### src/rtl/alu_share_arbiter_pkg.sv
// Shared definitions for the ALU sharing arbiter: opcode map, FSM states and
// the compare-op classifier used when capturing ALU results.
package alu_share_arbiter_pkg;

  localparam int unsigned ALU_OP_W = 4;
  localparam int unsigned N_REQ    = 2;

  // ALU opcode map; 4'b1000-4'b1011 form the compare/branch group.
  typedef enum logic [ALU_OP_W-1:0] {
    OP_ADD   = 4'b0000,
    OP_SUB   = 4'b0001,
    OP_AND   = 4'b0010,
    OP_OR    = 4'b0011,
    OP_XOR   = 4'b0100,
    OP_SHL   = 4'b0101,
    OP_SHR   = 4'b0110,
    OP_PASSB = 4'b0111,
    OP_BEQ   = 4'b1000,
    OP_BNE   = 4'b1001,
    OP_BLT   = 4'b1010,
    OP_BGE   = 4'b1011,
    OP_NOT   = 4'b1100,
    OP_INC   = 4'b1101,
    OP_DEC   = 4'b1110,
    OP_ADD8  = 4'b1111
  } alu_op_e;

  // Sharing FSM states.
  typedef enum logic [1:0] {
    ST_IDLE = 2'b00,
    ST_EXEC = 2'b01,
    ST_RESP = 2'b10
  } arb_state_e;

  // True for opcodes whose meaningful result is the branch flag.
  function automatic logic is_cmp(input logic [ALU_OP_W-1:0] op);
    return (op >= ALU_OP_W'(OP_BEQ)) && (op <= ALU_OP_W'(OP_BGE));
  endfunction

endpackage

### src/rtl/alu_share_arbiter_rr.sv
// Two-way round-robin grant: with both requesters active, the one not granted
// last time wins; a lone requester always wins. Purely combinational.
module rr_arbiter2 (
  input  logic [1:0] req,
  input  logic       last,
  output logic [1:0] gnt
);

  // One-hot grant from current requests and the previous winner.
  always_comb begin
    gnt = '0;
    case (req)
      2'b01:   gnt = 2'b01;
      2'b10:   gnt = 2'b10;
      2'b11:   gnt = last ? 2'b01 : 2'b10;
      default: gnt = '0;
    endcase
  end

endmodule

### src/rtl/alu_share_arbiter.sv
// Shares one combinational ALU between the datapath (requester 0) and the
// PC/branch-target path (requester 1). One op in flight; operands are held in
// registers for SETTLE_CYCLES, the result is captured and returned on a
// per-requester response handshake.
module alu_share_arbiter
  import alu_share_arbiter_pkg::*;
#(
  parameter int unsigned DATA_W        = 16,
  parameter int unsigned SETTLE_CYCLES = 1
) (
  input  logic                CLK,
  input  logic                Reset,
  input  logic [N_REQ-1:0]    ReqValid,
  input  logic [ALU_OP_W-1:0] ReqOp0,
  input  logic [ALU_OP_W-1:0] ReqOp1,
  input  logic [DATA_W-1:0]   ReqA0,
  input  logic [DATA_W-1:0]   ReqA1,
  input  logic [DATA_W-1:0]   ReqB0,
  input  logic [DATA_W-1:0]   ReqB1,
  output logic [N_REQ-1:0]    ReqReady,
  output logic [N_REQ-1:0]    RespValid,
  input  logic [N_REQ-1:0]    RespReady,
  output logic [DATA_W-1:0]   RespData,
  output logic                RespBranch,
  output logic [ALU_OP_W-1:0] AluOp,
  output logic [DATA_W-1:0]   AluA,
  output logic [DATA_W-1:0]   AluB,
  input  logic [DATA_W-1:0]   AluOut,
  input  logic                AluBranch
);

  localparam int unsigned CNT_W = (SETTLE_CYCLES > 1) ? $clog2(SETTLE_CYCLES) : 1;

  arb_state_e          r_state;
  arb_state_e          w_next;
  logic                r_last;
  logic                r_owner;
  logic [CNT_W-1:0]    r_cnt;
  logic [ALU_OP_W-1:0] r_alu_op;
  logic [DATA_W-1:0]   r_alu_a;
  logic [DATA_W-1:0]   r_alu_b;
  logic [DATA_W-1:0]   r_resp_data;
  logic                r_resp_branch;
  logic [N_REQ-1:0]    w_gnt;
  logic                w_accept;
  logic                w_sel;
  logic                w_settle_done;

  rr_arbiter2 u_rr (
    .req  (ReqValid),
    .last (r_last),
    .gnt  (w_gnt)
  );

  // Transfer qualification and settle-window completion.
  always_comb begin
    w_accept      = (r_state == ST_IDLE) && (|(ReqValid & w_gnt));
    w_sel         = w_gnt[1];
    w_settle_done = (r_state == ST_EXEC) && (r_cnt == CNT_W'(SETTLE_CYCLES - 1));
  end

  // FSM state register.
  always_ff @(posedge CLK) begin
    if (Reset) begin
      r_state <= ST_IDLE;
    end else begin
      r_state <= w_next;
    end
  end

  // FSM next-state logic.
  always_comb begin
    w_next = r_state;
    case (r_state)
      ST_IDLE: if (w_accept)            w_next = ST_EXEC;
      ST_EXEC: if (w_settle_done)       w_next = ST_RESP;
      ST_RESP: if (RespReady[r_owner])  w_next = ST_IDLE;
      default:                          w_next = ST_IDLE;
    endcase
  end

  // FSM outputs: accept only while idle, respond only to the owner.
  always_comb begin
    ReqReady  = '0;
    RespValid = '0;
    case (r_state)
      ST_IDLE: ReqReady  = w_gnt;
      ST_RESP: RespValid = r_owner ? 2'b10 : 2'b01;
      default: ;
    endcase
  end

  // Operand registers, owner and last-grant update on transfer.
  always_ff @(posedge CLK) begin
    if (Reset) begin
      r_alu_op <= '0;
      r_alu_a  <= '0;
      r_alu_b  <= '0;
      r_owner  <= 1'b0;
      r_last   <= 1'b1;
    end else if (w_accept) begin
      r_alu_op <= w_sel ? ReqOp1 : ReqOp0;
      r_alu_a  <= w_sel ? ReqA1  : ReqA0;
      r_alu_b  <= w_sel ? ReqB1  : ReqB0;
      r_owner  <= w_sel;
      r_last   <= w_sel;
    end
  end

  // Settle counter: runs only in EXEC, cleared on the capture cycle.
  always_ff @(posedge CLK) begin
    if (Reset) begin
      r_cnt <= '0;
    end else if (r_state == ST_EXEC) begin
      r_cnt <= w_settle_done ? '0 : r_cnt + 1'b1;
    end
  end

  // Result capture: keep only the ALU field that the opcode defines.
  always_ff @(posedge CLK) begin
    if (Reset) begin
      r_resp_data   <= '0;
      r_resp_branch <= 1'b0;
    end else if (w_settle_done) begin
      if (is_cmp(r_alu_op)) begin
        r_resp_data   <= '0;
        r_resp_branch <= AluBranch;
      end else begin
        r_resp_data   <= AluOut;
        r_resp_branch <= 1'b0;
      end
    end
  end

  assign AluOp      = r_alu_op;
  assign AluA       = r_alu_a;
  assign AluB       = r_alu_b;
  assign RespData   = r_resp_data;
  assign RespBranch = r_resp_branch;

endmodule

### config.mk
export PLATFORM = sky130hd
export DESIGN_NAME = alu_share_arbiter
export DESIGN_NICKNAME = d
export VERILOG_FILES = /design/src/rtl/alu_share_arbiter_pkg.sv /design/src/rtl/alu_share_arbiter_rr.sv /design/src/rtl/alu_share_arbiter.sv
export SDC_FILE = /design/constraint.sdc
export NUM_CORES = 1
export LEC_CHECK = 0
export BUFFER_PORTS_ARGS = -buffer_cell sky130_fd_sc_hd__buf_2
export CORE_MARGIN = 1.5
export CORE_UTILIZATION = 45
export DETAILED_ROUTE_END_ITERATION = 7
export PLACE_DENSITY = 0.8
export SLEW_MARGIN = 25
export SYNTH_ARGS = -nofsm -noshare
export SYNTH_HDL_FRONTEND = slang
export SYNTH_HIERARCHICAL = 1
export SYNTH_SLANG_ARGS = --single-unit
### constraint.sdc
create_clock -name CLK -period 2.04 [get_ports CLK]
set_clock_uncertainty 0.2 [all_clocks]
set_input_delay 0.204 -clock CLK [delete_from_list [all_inputs] [get_ports CLK]]
set_output_delay 0.204 -clock CLK [all_outputs]
set_load 0.005 [all_outputs]
==> metrics.cfg <==
[global_route]
gr-total-overflow = 0
grt_max_degree = 34
grt_usage = 0.230
grt_pass1_vias = 2564
grt_pass1_wl_um = 11700
antenna_found_initial = 0

[power_and_ir_drop]
powerDensity_nw_per_um2 = 749
irDropWorstVdd_mv = 0.379
p_sw_frac = 0.290
p_sw_mw = 0.874
p_int_mw = 2.14
clkPwrFrac = 0.321
pwr-share-comb = 0.249
power.leakage_nw = 1.78
seqPwrFrac = 0.431

[sta]
tightest_slew_ps = 476
finalHoldViolCount = 0
setup_slack_ps = 206
hold_ws_ps = 43.9
timing.final.max_slew_violations = 0
grt_setup_unrepaired = no
final-setup-viol-count = 0
post-route-period-util = 0.899
final.setup.tns_ps = 0
layout_min_cycle_time_ps = 1830
relSlewSlack = 0.683
clock.fmax_mhz = 545

[logic_synthesis]
yosys_warnings = 6
synthDistinctLibCells = 32
synth_fp_nets = 364
synth_area_um2 = 2830
yosysSeqAreaShare = 0.410
syn-instance-count = 269
avgSynthCellArea_um2 = 10.5
ys_ff_latch = 58

[setup_path]
path_depth = 6
worstPathCellList = inv_1 > a21boi_1 > a22o_1 > buf_4 > a21oi_1 > a211oi_1
arrival_ps = 1860
worst_ep_required_time_ps = 2070
critPathMaxFanout = 31
cpPeakStageDelay_ps = 390
regToRegEndpoint = AluA[10]
timing.rr.start = r_last
critPathKind = register to register
r2r_setup_slack_ps = 210
cp_slowest_cell = dfxtp_1
reg2regPathDepth = 6
end_kind = register
crit_buf_inv = 2
crit_path_start_kind = register
crit_path_start = r_last
cp-endpoint = AluA[10]
cpLargestDelayFamily = compound AO/OA/AOI/OAI gates

[routing]
avgViaCountPerCell = 5.21
drt_iter0_drc = 90
drc = 0
final_antenna_net_count = 0
via_count = 2677
routed_wl_um = 7600
firstDrtPassIters = 4
wire_per_inst_um = 14.8

[finish]
stdcell_area_um2 = 4030
n_fill_cell = 485
area_growth_pct = 42.0
seq_area_um2 = 1160
layout-drive-gt1-share = 0.554
diodes = 0
layout_commonest_cell = buf_2
multi_input_area_um2 = 1510
finish.utilization = 0.672
layout_common_cells = buf_2 (151), dfxtp_1 (58), a21oi_1 (44)
nets = 529

[cts]
clock_latency_ps = 320
cts_tree = built
root_buffer = clkbuf_8
clkTransAtPathRegs_ps = 60
htree_levels = 3
ctsResizeCount = 0
clockBufferDepth = 2
cts_made_buffers = 9
cts.sinks = 58

[place]
dpl_worst_slack_ps = 220
gp_congestion = 0.759
hpwl_um = 5200
placed_area_um2 = 3670
port_buffers = 151

[die]
die_w_um = 82.4
io-pin-count = 152
die_h_um = 82.4
core_um2 = 5990
die_area_um2 = 6780
start_util = 0.473
rows = 28

[worst_hold_path]
worstHoldPathType = input port to register

[outcome]
status = finished, final reports clean

[run]
max_cap_viol_count = 0

==> power groups by stage <==
stage / logic, mW / registers [mW] / clock network, mW
2_1_floorplan: 0.442 / 1.32 / 0
3_3_place_gp: 0.703 / 1.32 / 0
3_5_place_dp: 0.725 / 1.32 / 0
4_1_cts: 0.753 / 1.30 / 0.987
5_1_grt: 0.822 / 1.31 / 1.04
6_report: 0.750 / 1.30 / 0.966
==> worst min path at each step <==
stage	to	cells past startpoint	slack, ps	from
final	AluA[12]	3	40	ReqA0[12]
after global routing	AluA[5]	3	50	ReqA0[5]
after CTS	r_state[1]	4	30	RespReady[1]
after detailed placement	RespData[0]	2	240	RespData[0]
after global placement	RespData[1]	2	230	RespData[1]
after floorplan	RespData[10]	2	140	AluOut[10]
==> cell usage after synthesis (all sizes together) <==
cell	number	area (um2)
a211o	1	8.76
clkbuf	12	52.6
nand3b	1	7.51
nor2	1	6.26
nand3	16	130
o21ba	1	10.0
inv	1	3.75
nor3b	3	33.8
dfxtp	58	1160
a211oi	36	420
a22o	1	8.76
a21boi	3	22.5
nand2	19	93.8
a21oi	55	317
mux2i	37	370
nand2b	1	6.26
nor2b	1	6.26
or3b	1	8.76
buf	15	124
and3	1	6.26
nand4b	1	8.76
and2	3	18.8
and3b	1	8.76
==> per-stage QoR <==
stage | power, mW | std cells
CTS | 3.04 | 514
detailed placement | 2.04 | 481
global placement | 2.02 | 481
floorplan | 1.76 | 269
global route | 3.17 | 514
finish | 3.01 | 514
==> logic make-up after synthesis <==
logic type      after synthesis  share of synthesized area
buf+inv                      28                     0.0636
compound gates               97                      0.278
mux                          37                      0.131
simple gates                 49                      0.118
flops                        58                      0.410
==> per-layer routing <==
metal / wire length [um] / share of wire / vias to the layer above / GRT usage
li1: - / - / 1325 / -
met1: 3190 / 0.42 / 1236 / 0.274
met2: 3850 / 0.51 / 105 / 0.393
met3: 419 / 0.055 / 11 / 0.0440
met4: 142 / 0.019 / 0 / 0.114
met5: 0 / 0 / - / 0
==> layout make-up <==
type / count / share of cell area
multi-input combinational: 183 / 0.375
sequential: 58 / 0.288
inverter: 1 / 0.000933
timing repair buffer: 181 / 0.267
clock inverter: 2 / 0.00249
tap: 75 / 0.0233
clock buffer: 14 / 0.0429
==> timing repair <==
item / in CTS / in global routing
endpoints found under the hold margin: 17 / 0
hold buffers: 17 / 0
buffers inserted: 0 / 0
==> worst register-to-register path: stages, from the launching register on <==
cell      delay, ps
dfxtp_1         390
inv_1            60
a21boi_1        200
a22o_1          210
buf_4           320
a21oi_1         120
a211oi_1        230
==> state kept, by name (all words and copies together), names as in the netlist <==
name,cells
RespData,16
r_state,2
r_cnt,1
RespBranch,1
r_owner,1
AluB,16
AluOp,4
AluA,16
r_last,1
Power figures use the tool's default switching activity.
